--- src/rtl/quad_decoder_pkg.sv ---
// Shared quadrature decoder definitions: FSM states, direction encoding and
// the Gray-code transition lookup reusable by any quadrature model.
package quad_decoder_pkg;

  typedef enum logic {
    ST_INIT  = 1'b0,
    ST_TRACK = 1'b1
  } qd_state_e;

  localparam logic DIR_UP   = 1'b1;
  localparam logic DIR_DOWN = 1'b0;

  // Flops between the pin and the first history entry.
  localparam int SYNC_STAGES = 2;

  // Returns {legal, up} for a move old_ab -> new_ab ({A,B} each).
  // Up order is 00->10->11->01->00; both bits changing is illegal.
  function automatic logic [1:0] qd_lookup(input logic [1:0] old_ab,
                                           input logic [1:0] new_ab);
    logic [1:0] r;
    r = 2'b00;
    case ({old_ab, new_ab})
      4'b00_10, 4'b10_11, 4'b11_01, 4'b01_00: r = {1'b1, DIR_UP};
      4'b00_01, 4'b01_11, 4'b11_10, 4'b10_00: r = {1'b1, DIR_DOWN};
      default:                                r = 2'b00;
    endcase
    return r;
  endfunction

endpackage

--- src/rtl/quad_decoder_if.sv ---
// Encoder-side and counter-side signals of the quadrature decoder.
interface quad_decoder_if #(
  parameter int POS_W = 4
);
  logic             qa;
  logic             qb;
  logic             clr;
  logic             clr_err;
  logic             step;
  logic             dir;
  logic [POS_W-1:0] pos;
  logic             err;
  logic             valid;

  modport master (output qa, qb, clr, clr_err,
                  input  step, dir, pos, err, valid);
  modport slave  (input  qa, qb, clr, clr_err,
                  output step, dir, pos, err, valid);
endinterface

--- src/rtl/quad_decoder_sync_filter.sv ---
// Two-flop synchroniser followed by a FILT_LEN-deep agreement filter.
// stable_o only asserts once every stage holds a sample taken after reset.
module quad_decoder_sync_filter
  import quad_decoder_pkg::*;
#(
  parameter int W        = 2,
  parameter int FILT_LEN = 2
) (
  input  logic         clk_i,
  input  logic         rst_ni,
  input  logic [W-1:0] d_i,
  output logic         stable_o,
  output logic [W-1:0] cand_o
);

  localparam int STAGES = SYNC_STAGES + FILT_LEN;

  logic [W-1:0]               s1_q, s2_q;
  logic [FILT_LEN-1:0][W-1:0] h_q, h_d;
  logic [STAGES-1:0]          vld_pipe_q;
  logic                       all_eq;

  // h[0] is the newest sample.
  always_comb begin
    h_d    = h_q;
    h_d[0] = s2_q;
    for (int i = 1; i < FILT_LEN; i++) h_d[i] = h_q[i-1];
  end

  always_comb begin
    all_eq = 1'b1;
    for (int i = 1; i < FILT_LEN; i++)
      if (h_q[i] != h_q[0]) all_eq = 1'b0;
  end

  always_ff @(posedge clk_i or negedge rst_ni) begin
    if (!rst_ni) begin
      s1_q       <= '0;
      s2_q       <= '0;
      h_q        <= '0;
      vld_pipe_q <= '0;
    end else begin
      s1_q       <= d_i;
      s2_q       <= s1_q;
      h_q        <= h_d;
      vld_pipe_q <= {vld_pipe_q[STAGES-2:0], 1'b1};
    end
  end

  // Reset-cleared history would otherwise look like a stable 00.
  assign stable_o = vld_pipe_q[STAGES-1] & all_eq;
  assign cand_o   = h_q[0];

endmodule

--- src/rtl/quad_decoder.sv ---
// Quadrature A/B decoder: filtered phase pair decoded into step/dir pulses,
// a wrap-around position counter and a sticky illegal-transition flag.
module quad_decoder
  import quad_decoder_pkg::*;
#(
  parameter int POS_W    = 4,
  parameter int FILT_LEN = 2
) (
  input  logic           clk_i,
  input  logic           rst_ni,
  quad_decoder_if.slave  bus
);

  logic             stable;
  logic [1:0]       cand;
  logic [1:0]       lut;
  logic             moved, acc_step, acc_err;

  qd_state_e        state_q;
  logic [1:0]       f_ab_q;
  logic             step_q, dir_q, err_q, valid_q;
  logic [POS_W-1:0] pos_q;

  quad_decoder_sync_filter #(
    .W        (2),
    .FILT_LEN (FILT_LEN)
  ) u_filt (
    .clk_i    (clk_i),
    .rst_ni   (rst_ni),
    .d_i      ({bus.qa, bus.qb}),
    .stable_o (stable),
    .cand_o   (cand)
  );

  assign lut      = qd_lookup(f_ab_q, cand);
  assign moved    = (state_q == ST_TRACK) && stable && (cand != f_ab_q);
  assign acc_step = moved &  lut[1];
  assign acc_err  = moved & ~lut[1];

  always_ff @(posedge clk_i or negedge rst_ni) begin
    if (!rst_ni) begin
      state_q <= ST_INIT;
      f_ab_q  <= 2'b00;
      step_q  <= 1'b0;
      dir_q   <= DIR_DOWN;
      pos_q   <= '0;
      err_q   <= 1'b0;
      valid_q <= 1'b0;
    end else begin
      step_q <= 1'b0;
      case (state_q)
        // First stable state is adopted silently, whatever it is.
        ST_INIT: if (stable) begin
          f_ab_q  <= cand;
          valid_q <= 1'b1;
          state_q <= ST_TRACK;
        end
        ST_TRACK: if (moved) begin
          f_ab_q <= cand;
          if (acc_step) begin
            step_q <= 1'b1;
            dir_q  <= lut[0] ? DIR_UP : DIR_DOWN;
          end
        end
        default: state_q <= ST_INIT;
      endcase

      if (bus.clr)
        pos_q <= '0;
      else if (acc_step)
        pos_q <= lut[0] ? pos_q + POS_W'(1) : pos_q - POS_W'(1);

      // A fresh illegal move outranks a coincident clear.
      if (acc_err)
        err_q <= 1'b1;
      else if (bus.clr_err)
        err_q <= 1'b0;
    end
  end

  assign bus.step  = step_q;
  assign bus.dir   = dir_q;
  assign bus.pos   = pos_q;
  assign bus.err   = err_q;
  assign bus.valid = valid_q;

endmodule
--- src/flat_wrapper.sv ---
// flat-port wrapper written by rule: the top's interface ports become plain ports
module quad_decoder_flat import quad_decoder_pkg::*;
#(
  parameter int POS_W    = 4,
  parameter int FILT_LEN = 2
)
  (clk_i, rst_ni, bus_qa, bus_qb, bus_clr, bus_clr_err, bus_step, bus_dir, bus_pos, bus_err, bus_valid);
  quad_decoder_if #(.POS_W(POS_W)) bus_i ();
  input  logic clk_i;
  input  logic rst_ni;
  input wire logic [$bits(bus_i.qa)-1:0] bus_qa;
  input wire logic [$bits(bus_i.qb)-1:0] bus_qb;
  input wire logic [$bits(bus_i.clr)-1:0] bus_clr;
  input wire logic [$bits(bus_i.clr_err)-1:0] bus_clr_err;
  output wire logic [$bits(bus_i.step)-1:0] bus_step;
  output wire logic [$bits(bus_i.dir)-1:0] bus_dir;
  output wire logic [$bits(bus_i.pos)-1:0] bus_pos;
  output wire logic [$bits(bus_i.err)-1:0] bus_err;
  output wire logic [$bits(bus_i.valid)-1:0] bus_valid;
  assign bus_i.qa = bus_qa;
  assign bus_i.qb = bus_qb;
  assign bus_i.clr = bus_clr;
  assign bus_i.clr_err = bus_clr_err;
  assign bus_step = bus_i.step;
  assign bus_dir = bus_i.dir;
  assign bus_pos = bus_i.pos;
  assign bus_err = bus_i.err;
  assign bus_valid = bus_i.valid;
  quad_decoder #(.POS_W(POS_W), .FILT_LEN(FILT_LEN)) u_core (.clk_i(clk_i), .rst_ni(rst_ni), .bus(bus_i));
endmodule
--- config.mk ---
export PLATFORM = sky130hd
export DESIGN_NAME = quad_decoder_flat
export DESIGN_NICKNAME = d
export VERILOG_FILES = /design/src/rtl/quad_decoder_pkg.sv /design/src/rtl/quad_decoder_if.sv /design/src/rtl/quad_decoder_sync_filter.sv /design/src/rtl/quad_decoder.sv /design/src/flat_wrapper.sv
export SDC_FILE = /design/constraint.sdc
export NUM_CORES = 1
export LEC_CHECK = 0
export BUFFER_PORTS_ARGS = -buffer_cell sky130_fd_sc_hd__buf_2
export CORE_MARGIN = 2
export CORE_UTILIZATION = 35
export CTS_BUF_LIST = sky130_fd_sc_hd__clkbuf_4
export DETAILED_ROUTE_END_ITERATION = 12
export PLACE_DENSITY = 0.62
export SYNTH_ARGS = -nofsm -noshare
export SYNTH_HDL_FRONTEND = slang
export SYNTH_SLANG_ARGS = --single-unit
export TNS_END_PERCENT = 10
--- constraint.sdc ---
create_clock -name clk_i -period 2.95 [get_ports clk_i]
set_input_delay 0.59 -clock clk_i [delete_from_list [all_inputs] [get_ports clk_i]]
set_output_delay 0.59 -clock clk_i [all_outputs]
set_load 0.01 [all_outputs]
==> results.ini <==
[die]
fp-row-count = 19
die_area_um2 = 3450
io_pins = 14
core_area_um2 = 2810
die_w_um = 58.7
floorplan.die.height_um = 58.7
initial_utilization = 0.374

[synth]
synth_top_area_cell = dfrtp_1
synthFlopType = dfrtp_1
synth.cell_area_um2 = 1050
ys_seq_elements = 23
syn_inst = 82
synth_common_cells = dfrtp_1, ha_1, inv_1, nor2_1, xnor2_1
synth_edf_count = 0
yosysMostFrequentCell = dfrtp_1
async_flop_share = 1.00
netlist.area_leader.share = 0.549
avgSynthCellArea_um2 = 12.8
synth_cell_types = 24
synth_warnings = 0
synth_area_leaders = dfrtp_1, ha_1, xnor2_1
synth_fp_nets = 98
ys_seq_area_frac = 0.549

[pwr]
max-vdd-ir-drop_mv = 0.430
internal_power_uw = 481
swShare = 0.308
leakage_nw = 0.564
power_frac_seq = 0.544
p_clk_frac = 0.211
combPwrFrac = 0.244
netSwitchingPower_uw = 214
power.density_nw_per_um2 = 586
p_total_uw = 695

[clocking]
clk_pin_slew_worst_paths_ns = 0.13
hold_buffers = 0
cts_max_level = 1
insertion_delay_ns = 0.31
clock-sinks = 23
post_cts_buffers = 0
clk_path_buf_depth = 2
cts_buffers = 3
cts-resized-gates = 0
cts_tree = built
cts-root-buf = clkbuf_4

[setup_path]
crit_type = reg2reg
arrival_ns = 2.97
path_common_cell = inv_1
cpMaxStageDelayCell = mux4_1
start_kind = register
crit_family = multiplexers
path_cells = inv_1 > ha_1 > mux4_1 > inv_1 > ha_1 > inv_1 > a21oi_1 > or3_1 > o2111ai_1 > mux2_1
critPathBufInv = 3
critPathMaxFanout = 8
cpPeakStageDelay_ns = 0.57
required_ns = 3.16
worstSetupEndpointType = register

[global_routing]
overflow = 0
antenna_found_initial = 0
grt_max_degree = 24
track_usage = 0.104
grt_pass1_wl_um = 2730
grt_pass1_vias = 627

[detailed_routing]
ant_nets = 0
first_pass_iters = 8
via_count = 613
remaining_drc_errors = 1
drt-initial-drc-count = 15
routed_wl_um = 1540
vias_per_cell = 4.72
wire_per_inst_um = 11.8

[sta]
hold_viol_final = 0
setup_tns_ns = 0
rsz0062_at_grt = false
setup_viol = 0
fin_skew_ns = 0.00368
fin_crit_sh = 0.937
finalMaxSlewViolations = 0
fin_crit_ns = 2.76
fmax_ghz = 0.362

[place]
portBuffers = 13
place.gp.congestion = 0.794
hpwl_um = 1150

[hold_path]
hp-class = in2async

[status]
violations = DRC
status = complete, but fails checks

[layout]
utilization = 0.423
nets = 116
syn2layout_area_growth_pct = 13.1
drive_gt1_frac = 0.222
n_antenna_cell = 0

[run]
cap_violations = 0

[power groups by stage]
stage	clock network [mW]	logic, mW	registers [mW]
floorplan	0	0.121	0.385
global placement	0	0.166	0.385
detailed placement	0	0.170	0.386
CTS	0.156	0.171	0.379
global route	0.169	0.191	0.385
finish	0.147	0.170	0.379
[final timing paths]
kind	startpoint	endpoint	slack, ns	cells past startpoint
max in group asynchronous	rst_ni	u_core.u_filt.cand_o[0]	2.37	1
max reg2reg	u_core.u_filt.cand_o[0]	u_core.bus.pos[3]	0.19	10
min	rst_ni	u_core.bus.dir	0.22	1
min in group clk_i	u_core.u_filt.vld_pipe_q[1]	u_core.u_filt.vld_pipe_q[2]	0.36	0
min reg2reg	u_core.u_filt.vld_pipe_q[1]	u_core.u_filt.vld_pipe_q[2]	0.36	0
max	u_core.u_filt.cand_o[0]	u_core.bus.pos[3]	0.19	10
[cells by family after synthesis]
kind of cell	Yosys count	share of synthesized area
compound gates	9	0.0513
xor+xnor	9	0.0752
fa+ha+maj	10	0.119
buf+inv	8	0.0298
flops	23	0.549
mux	7	0.0967
other cells	1	0.00358
simple gates	15	0.0752
[worst reg2reg max path: stages, from the launching register on]
cell       delay, ns
dfrtp_2         0.48
inv_1           0.13
ha_1            0.21
mux4_1          0.57
inv_1           0.11
ha_1            0.22
inv_1           0.10
a21oi_1         0.05
or3_1           0.31
o2111ai_1       0.14
mux2_1          0.35
[layout make-up]
cell class | instances | area [µm²]
fill | 270 | 1620
tap | 31 | 38.8
multi-input combinational | 51 | 442
sequential | 23 | 577
timing repair buffer | 14 | 72.6
clock inverter | 1 | 7.51
inverter | 7 | 26.3
clock buffer | 3 | 22.5
[layout by cell type (no fill, tap or decap), drive strengths merged]
| master | n |
|---|---|
| a21oi | 2 |
| buf | 14 |
| clkbuf | 3 |
| clkinvlp | 1 |
| conb | 1 |
| dfrtp | 23 |
| ha | 10 |
| inv | 7 |
| mux2 | 2 |
| mux2i | 3 |
| mux4 | 2 |
| nand2 | 3 |
| nand2b | 1 |
| nand3 | 1 |
| nor2 | 6 |
| nor2b | 1 |
| nor3 | 2 |
| o2111ai | 1 |
| o21ai | 4 |
| o21bai | 2 |
| or3 | 1 |
| xnor2 | 6 |
| xor2 | 3 |
[metrics by stage]
stage	cell area [µm²]	cells	hold WS [ns]	setup slack, ns
2_1_floorplan	1050	82	0.294	0.316
3_3_place_gp	1150	126	0.333	0.172
3_5_place_dp	1150	126	0.337	0.0819
4_1_cts	1180	130	0.226	0.0574
5_1_grt	1190	130	0.243	0.0320
6_report	1190	130	0.219	0.185
[state kept, by name (all words and copies together), names as in the netlist]
| signal | flops |
|---|---|
| u_core.u_filt.s1_q | 2 |
| u_core.u_filt.cand_o | 2 |
| u_core.bus.valid | 1 |
| u_core.bus.step | 1 |
| u_core.bus.pos | 4 |
| u_core.bus.dir | 1 |
| u_core.u_filt.s2_q | 2 |
| u_core.state_q | 1 |
| u_core.u_filt.h_q | 2 |
| u_core.u_filt.vld_pipe_q | 4 |
| u_core.bus.err | 1 |
| u_core.f_ab_q | 2 |
[metal layers]
metal | track usage | up-vias | share of wire | routed length (µm)
met5 | 0 | - | 0 | 0
met4 | 0 | 0 | 0 | 0
met3 | 0.0484 | 0 | 0.065 | 100
met2 | 0.170 | 15 | 0.45 | 687
met1 | 0.135 | 296 | 0.49 | 751
li1 | - | 302 | - | -
No activity file was read; power rests on OpenSTA's default activity.
